`config.mk`:
```
export PLATFORM = sky130hd
export DESIGN_NAME = dphy_lane_aligner
export DESIGN_NICKNAME = d
export VERILOG_FILES = /design/src/rtl/dphy_lane_aligner_pkg.sv /design/src/rtl/dphy_lane_word_align.sv /design/src/rtl/dphy_lane_aligner.sv
export SDC_FILE = /design/constraint.sdc
export NUM_CORES = 1
export LEC_CHECK = 0
export ABC_CLOCK_PERIOD_IN_PS = 4100
export BUFFER_PORTS_ARGS = -buffer_cell sky130_fd_sc_hd__buf_2
export CAP_MARGIN = 40
export CORE_ASPECT_RATIO = 1.4
export CORE_MARGIN = 4
export CORE_UTILIZATION = 54
export DETAILED_ROUTE_END_ITERATION = 7
export PLACE_DENSITY = 0.8
export SYNTH_ARGS = -nofsm -noshare
export SYNTH_HDL_FRONTEND = slang
export SYNTH_HIERARCHICAL = 1
export SYNTH_SLANG_ARGS = --single-unit
```
`constraint.sdc`:
```
create_clock -name sys_clk -period 4.1 [get_ports sys_clk]
set_clock_uncertainty 0.15 [all_clocks]
set_input_delay 0.82 -clock sys_clk [delete_from_list [all_inputs] [get_ports sys_clk]]
set_output_delay 0.82 -clock sys_clk [all_outputs]
set_load 0.01 [all_outputs]
```
`src/rtl/dphy_lane_aligner_pkg.sv`:
```
// Shared types and constants for the D-PHY lane aligner.
// FSM encoding, default HS sync byte and lane byte width.
package dphy_lane_aligner_pkg;

    localparam int          LANE_W        = 8;
    localparam logic [7:0]  SYNC_WORD_DEF = 8'hB8;

    typedef enum logic [2:0] {
        IDLE      = 3'd0,
        HUNT      = 3'd1,
        SKEW_WAIT = 3'd2,
        ACTIVE    = 3'd3,
        ERROR     = 3'd4
    } state_t;

endpackage

```
`src/rtl/dphy_lane_word_align.sv`:
```
// One lane: 16-bit bit window, sync hunt at offsets 0..7, offset/lock-time capture, skew delay line.
// Byte register is one cycle after the window; tap adds 0..DEPTH cycles. No backpressure.
module dphy_lane_word_align
    import dphy_lane_aligner_pkg::*;
#(
    parameter logic [LANE_W-1:0] SYNC_WORD = SYNC_WORD_DEF,
    parameter int                DEPTH     = 3
) (
    input  logic              sys_clk,
    input  logic              areset,
    input  logic              clr,
    input  logic              hunt,
    input  logic [LANE_W-1:0] din,
    input  logic [2:0]        skew_cnt,
    input  logic [2:0]        last_lock,
    output logic              hit,
    output logic              locked,
    output logic [2:0]        lock_cnt,
    output logic [LANE_W-1:0] tap_dat
);

    logic [LANE_W-1:0]   prev;
    logic [2*LANE_W-1:0] win;
    logic [2:0]          offset;
    logic [2:0]          hit_k;
    logic                any_match;
    logic [2:0]          tap;
    logic [LANE_W-1:0]   sr [0:DEPTH];

    assign win = {din, prev};

    // Scan from the top so the lowest matching offset is the one left standing.
    always_comb begin
        any_match = 1'b0;
        hit_k     = 3'd0;
        for (int k = 7; k >= 0; k--) begin
            if (win[k +: LANE_W] == SYNC_WORD) begin
                any_match = 1'b1;
                hit_k     = 3'(k);
            end
        end
    end

    assign hit = hunt && !locked && any_match;

    always_ff @(posedge sys_clk or posedge areset) begin
        if (areset) begin
            prev     <= '0;
            locked   <= 1'b0;
            offset   <= '0;
            lock_cnt <= '0;
            for (int j = 0; j <= DEPTH; j++) sr[j] <= '0;
        end else begin
            prev  <= din;
            sr[0] <= locked ? win[offset +: LANE_W] : '0;
            for (int j = 1; j <= DEPTH; j++) sr[j] <= sr[j-1];
            if (clr) begin
                locked   <= 1'b0;
                offset   <= '0;
                lock_cnt <= '0;
            end else if (hit) begin
                locked   <= 1'b1;
                offset   <= hit_k;
                lock_cnt <= skew_cnt;
            end
        end
    end

    // Early lanes wait longer so every lane's first payload byte lines up.
    assign tap = last_lock - lock_cnt;

    always_comb begin
        tap_dat = sr[0];
        for (int j = 0; j <= DEPTH; j++) begin
            if (tap == 3'(j)) tap_dat = sr[j];
        end
    end

endmodule

```
`src/rtl/dphy_lane_aligner.sv`:
```
// Byte- and lane-aligns NUM_LANES raw D-PHY words for the CSI-2 packet layer.
// First dout_valid at the edge ending Tlast+2; no backpressure, data always accepted.
module dphy_lane_aligner
    import dphy_lane_aligner_pkg::*;
#(
    parameter int                NUM_LANES = 2,
    parameter logic [LANE_W-1:0] SYNC_WORD = SYNC_WORD_DEF,
    parameter int                MAX_SKEW  = 3
) (
    input  logic                        sys_clk,
    input  logic                        areset,
    input  logic                        hs_active,
    input  logic [LANE_W*NUM_LANES-1:0] din,
    output logic [LANE_W*NUM_LANES-1:0] dout,
    output logic                        dout_valid,
    output logic [NUM_LANES-1:0]        lane_locked,
    output logic                        sync_err
);

    localparam int         DEPTH    = (NUM_LANES == 1) ? 0 : MAX_SKEW;
    localparam logic [2:0] SKEW_LIM = 3'(MAX_SKEW);

    state_t                      state;
    logic [2:0]                  skew_cnt;
    logic                        act_q;
    logic                        hunt;
    logic                        all_lock;
    logic [NUM_LANES-1:0]        hit;
    logic [2:0]                  lock_cnt [NUM_LANES];
    logic [2:0]                  last_lock;
    logic [LANE_W*NUM_LANES-1:0] taps;

    assign hunt     = (state == HUNT) || (state == SKEW_WAIT);
    assign all_lock = &(lane_locked | hit);

    for (genvar g = 0; g < NUM_LANES; g++) begin : g_lane
        dphy_lane_word_align #(
            .SYNC_WORD (SYNC_WORD),
            .DEPTH     (DEPTH)
        ) u_lane (
            .sys_clk   (sys_clk),
            .areset    (areset),
            .clr       (!hs_active),
            .hunt      (hunt),
            .din       (din[g*LANE_W +: LANE_W]),
            .skew_cnt  (skew_cnt),
            .last_lock (last_lock),
            .hit       (hit[g]),
            .locked    (lane_locked[g]),
            .lock_cnt  (lock_cnt[g]),
            .tap_dat   (taps[g*LANE_W +: LANE_W])
        );
    end

    always_comb begin
        last_lock = '0;
        for (int n = 0; n < NUM_LANES; n++) begin
            if (lock_cnt[n] > last_lock) last_lock = lock_cnt[n];
        end
    end

    always_ff @(posedge sys_clk or posedge areset) begin
        if (areset) begin
            state      <= IDLE;
            skew_cnt   <= '0;
            act_q      <= 1'b0;
            dout_valid <= 1'b0;
            dout       <= '0;
            sync_err   <= 1'b0;
        end else if (!hs_active) begin
            state      <= IDLE;
            skew_cnt   <= '0;
            act_q      <= 1'b0;
            dout_valid <= 1'b0;
            dout       <= '0;
            sync_err   <= 1'b0;
        end else begin
            sync_err <= 1'b0;
            // ACTIVE is entered one cycle before the last lane's first payload byte
            // reaches its byte register, so valid waits for a second ACTIVE cycle.
            act_q      <= (state == ACTIVE);
            dout_valid <= (state == ACTIVE) && act_q;
            dout       <= ((state == ACTIVE) && act_q) ? taps : '0;
            case (state)
                IDLE: begin
                    state    <= HUNT;
                    skew_cnt <= '0;
                end
                HUNT: begin
                    if (all_lock) begin
                        state <= ACTIVE;
                    end else if (|hit) begin
                        if (SKEW_LIM == 3'd0) begin
                            state    <= ERROR;
                            sync_err <= 1'b1;
                        end else begin
                            state    <= SKEW_WAIT;
                            skew_cnt <= 3'd1;
                        end
                    end
                end
                SKEW_WAIT: begin
                    if (all_lock) begin
                        state <= ACTIVE;
                    end else if (skew_cnt >= SKEW_LIM) begin
                        state    <= ERROR;
                        sync_err <= 1'b1;
                    end else begin
                        skew_cnt <= skew_cnt + 3'd1;
                    end
                end
                ACTIVE:  state <= ACTIVE;
                ERROR:   state <= ERROR;
                default: state <= IDLE;
            endcase
        end
    end

endmodule

```
==> impl_summary.md <==
Outcome
The run finished with clean final reports.

Global routing
The via count of the first global-routing pass was 3738. The overall routing resource usage is 18.96%. In the global route stage, met2 resource usage came out at 31.94%.

The pin count of the biggest net entering global routing is 48. Global routing used 5.614% of the available met3 tracks. The wire length of the first global-routing pass is 17860 um. The initial antenna violation count came to 0.

The global routing stage identified its most utilized layer as met2. Global routing used 22.05% of the available met1 tracks. The remaining global-route overflow is 0.

Die
The initial core utilization is 55.94%. The placement row count is 43. The die area is 0.01214 sq mm. The vertical die dimension is 128.8 um. Pin placement for this block handled 39 I/O pins. From left edge to right edge, the die measures 94.28 um. The region available for standard cell placement spans 0.01006 sq mm.

Drt
The via count is 3609. The detailed-route DRC error count is 0. The number of optimization iterations in the first detailed-route pass is 4. The count of nets left with antenna violations once routing finished came out at 0. The first-iteration detailed-routing DRC count is 196. After detailed routing, the average wire length per cell comes to 16.71 um.

The final layout contains routed wiring with a total length of 10500 um. The number of vias per cell after detailed routing is 5.747.

Setup path
Data arrives at the worst endpoint at 3970 ps. The setup path with the least slack is of type flip-flop to flip-flop. Counting both buffers and inverters, the worst setup path holds a total of 3. The capturing element type of the critical path is a flip-flop.

The critical path goes through inv_1 > ha_1 > nor2b_1 > o21ai_1 > a32oi_1 > mux2_2 > inv_1 > ha_1 > inv_1 > fa_1 > xor2_1 > xnor2_1 > nand2b_1 > a211oi_1 > a21oi_1 > and3_1. The required time of the critical path is 4240 ps. The critical path startpoint category is a flip-flop. In this run the number of cells on the critical path is 16. The cell family contributing the most delay on the critical path is adder cells. The stage delay of the slowest cell on the critical path is 400 ps. Along the worst path, the maximum fanout reaches 16.

The most used cell along the critical path is inv_1. The cell with the biggest individual delay on the critical path is mux2_2. The worst register-to-register path has a depth of 16. The minimum setup slack among reg-to-reg paths is 270 ps.

Synth
Synthesis produced a netlist with a net count of 470. The most frequent cell after synthesis is dfrtp_1. After synthesis, the mean cell area works out to 12.73 sq um. The fraction of synthesized cell area in xor and xnor cells is 0.6225%.

The sequential-to-total area share from yosys stat is 52.91%. Of the total synthesized cell area, the portion taken by full adders, half adders and majority gates is 2.268%. In the synthesized netlist the dominant register cell turns out to be dfrtp_1. The number of different library cells in the post-synthesis netlist is 53. The portion of synthesized area spent on multiplexers is 15.72%.

The largest area contributor in the synthesized netlist is dfrtp_1. The post-synthesis instance total is 442. After synthesis, the share of flip-flops with an asynchronous set or reset is 100.0%. After synthesis the cells add up to 0.005628 sq mm.

Summing the areas of all compound-gate instances in the mapped netlist gives 9.582% of the synthesized area. Sorting the synthesized cells by area gives the leading types as dfrtp_1 (53%), mux2i_1 (8.7%), mux4_2 (6.4%). Summing the areas of all and, or, nand and nor instances in the mapped netlist gives 15.63% of the synthesized area. Summed over its instances, the top area cell type makes up 52.91% of the synthesized netlist area. The number of flops mapped to enable cells by yosys is 0. For this run, the number of Yosys warnings is 6. The flop and latch count out of synthesis is 119.

After synthesis, the largest family of logic cells by area is multiplexers. By count the netlist is led by dfrtp_1 (119), mux2i_1 (49), nor2b_1 (36).

Clock tree
The cell chosen for the clock root is clkbuf_16. TritonCTS built the clock tree. The clock slew at the register clock pins of the worst setup and hold paths is 50 ps. TritonCTS created 17 clock buffers.

The TritonCTS sink count is 119. The maximum clock path buffer count is 2. The number of levels the H-tree was split into is 4. The source-to-sink clock delay at the later pin of the worst-skew pair is 400 ps. After clock tree synthesis, the flow added hold-fix buffers numbering 0.

STA
The final sum of negative setup slack is 0 ps. Setup repair after global routing left no endpoint under its margin. The worst path uses 93.45% of the clock period. The count of final hold-check violations was 0. The post-layout worst setup margin is 268.5 ps.

At the pin with the least slew margin, the transition time is 689.8 ps. The worst relative slew slack is 54.02%. The routed design could run at a clock period as short as 3832 ps. For this run, the top clock speed supported by timing is 0.2610 GHz.

The total setup violations reported at the end of the flow is 0. The final number of max-transition violations was 0.

Placed design
The quantity of I/O buffers inserted on ports is 38. At the end of routability-driven placement, the weighted congestion stood at 0.8545. The pre-CTS setup slack is 269.5 ps. The post-detailed-placement half-perimeter wirelength is 7028 um.

Final layout
The antenna diode count is 0. Fill cells in the final layout number 711. The post-route netlist has 24.54% of its cells at a drive strength greater than 1. In the final design database the tool counted 508 nets. The growth of design area from synthesis to finish is 17.01%.

Power and ir drop
Across the VDD grid, the largest voltage drop is 0.0002802 V. Power spread over the standard cell area amounts to 448.4 mW/mm^2. Summed over all cells, the static leakage comes to 3.063 nW.

Hold path
The tightest min-delay check is of the flip-flop to flip-flop type. Along the worst hold path, the cell count comes to 0.

Job
Across the run, the number of max-cap violations was 0.
[cells in the final DEF (no fill, tap or decap), types with 3 or more instances in the layout]
master / Yosys / layout
dfrtp_1: 119 / 119
clkbuf_16: 0 / 17
nor2_1: 16 / 16
ha_1: 7 / 7
and3_1: 17 / 17
buf_2: 9 / 38
bufinv_16: 0 / 5
nor4bb_1: 4 / 4
mux2i_1: 49 / 49
a211oi_1: 19 / 19
mux4_2: 16 / 16
mux2_2: 3 / 3
o22ai_1: 3 / 3
nor2b_1: 36 / 36
a21oi_1: 24 / 24
o21ai_1: 6 / 6
nand2_1: 10 / 10
and4bb_2: 16 / 16
o21ai_0: 4 / 4
and2_1: 3 / 3
inv_1: 21 / 19
clkinvlp_4: 0 / 3
nand2b_1: 7 / 7
[through the flow]
| step | cells | instance area [sq um] | power (mW) | hold slack, ps | util (%) |
|---|---|---|---|---|---|
| 2_1_floorplan | 442 | 5628 | 1.307 | 203.0 | - |
| 3_3_place_gp | 595 | 5897 | 1.344 | 205.4 | 58.61 |
| 3_5_place_dp | 596 | 5924 | 1.353 | 208.6 | 58.89 |
| 4_1_cts | 628 | 6580 | 2.988 | 221.3 | 65.40 |
| 5_1_grt | 628 | 6585 | 3.065 | 225.0 | 65.45 |
| 6_report | 628 | 6585 | 2.953 | 219.9 | 65.45 |
[flip-flops by register name, summed over array words and instances, names as in the netlist, 2 cells and up]
| name | cells |
|---|---|
| g_lane.u_lane/lock_cnt | 6 |
| g_lane.u_lane/sr | 64 |
| g_lane.u_lane/offset | 6 |
| skew_cnt | 3 |
| g_lane.u_lane/prev | 16 |
| g_lane.u_lane/locked | 2 |
| state | 3 |
| dout | 16 |
[final cells by class]
class	count	area, sq um	area share, %
clock buffer	21	460.4	6.992
clock inverter	11	195.2	2.964
inverter	21	78.83	1.197
multi-input combinational	280	2471	37.53
sequential	119	2978	45.22
tap	135	168.9	2.565
timing repair buffer	41	232.7	3.534
[worst reg2reg max path, delay by kind of cell, from the launching register on]
kind	cells	cell delay (ps)
multiplexers	1	400
flip-flops	1	390
buffers and inverters	3	180
XOR/XNOR	2	290
adder cells (fa/ha/maj)	3	800
AO/OA/AOI/OAI	4	800
AND/OR/NAND/NOR	3	710
[per-layer routing]
metal | up-vias | part of all wire, %
li1 | 1689 | -
met1 | 1784 | 41
met2 | 114 | 52
met3 | 22 | 4.8
met4 | 0 | 2.2
met5 | - | 0
[power by group]
group / total, mW / internal, mW / switching, mW
registers: 1.21 / 1.19 / 0.0197
logic: 0.123 / 0.0531 / 0.0700
clock network: 1.62 / 1.11 / 0.507
total: 2.95 / 2.36 / 0.597
[cells by family after synthesis]
group,count (synthesis)
multiplexers,68
XOR/XNOR,4
flip-flops,119
adder cells (fa/ha/maj),9
buffers and inverters,43
AO/OA/AOI/OAI,74
AND/OR/NAND/NOR,125
[timing repair]
item / in CTS / in global routing
gates resized for setup: 0 / 1
setup endpoints to repair: 0 / 2
buffers inserted: 0 / 0
[path summary, 6_finish.rpt]
kind	startpoint	endpoint
min	g_lane[0].u_lane/sr[21]	g_lane[0].u_lane/sr[13]
max in group asynchronous	areset	g_lane[1].u_lane/offset[2]
min in group asynchronous	areset	dout_valid
min reg2reg	g_lane[0].u_lane/sr[21]	g_lane[0].u_lane/sr[13]
max reg2reg	g_lane[0].u_lane/lock_cnt[1]	dout[9]
max	g_lane[0].u_lane/lock_cnt[1]	dout[9]
Note: power is estimated with default switching activity, not from simulation.
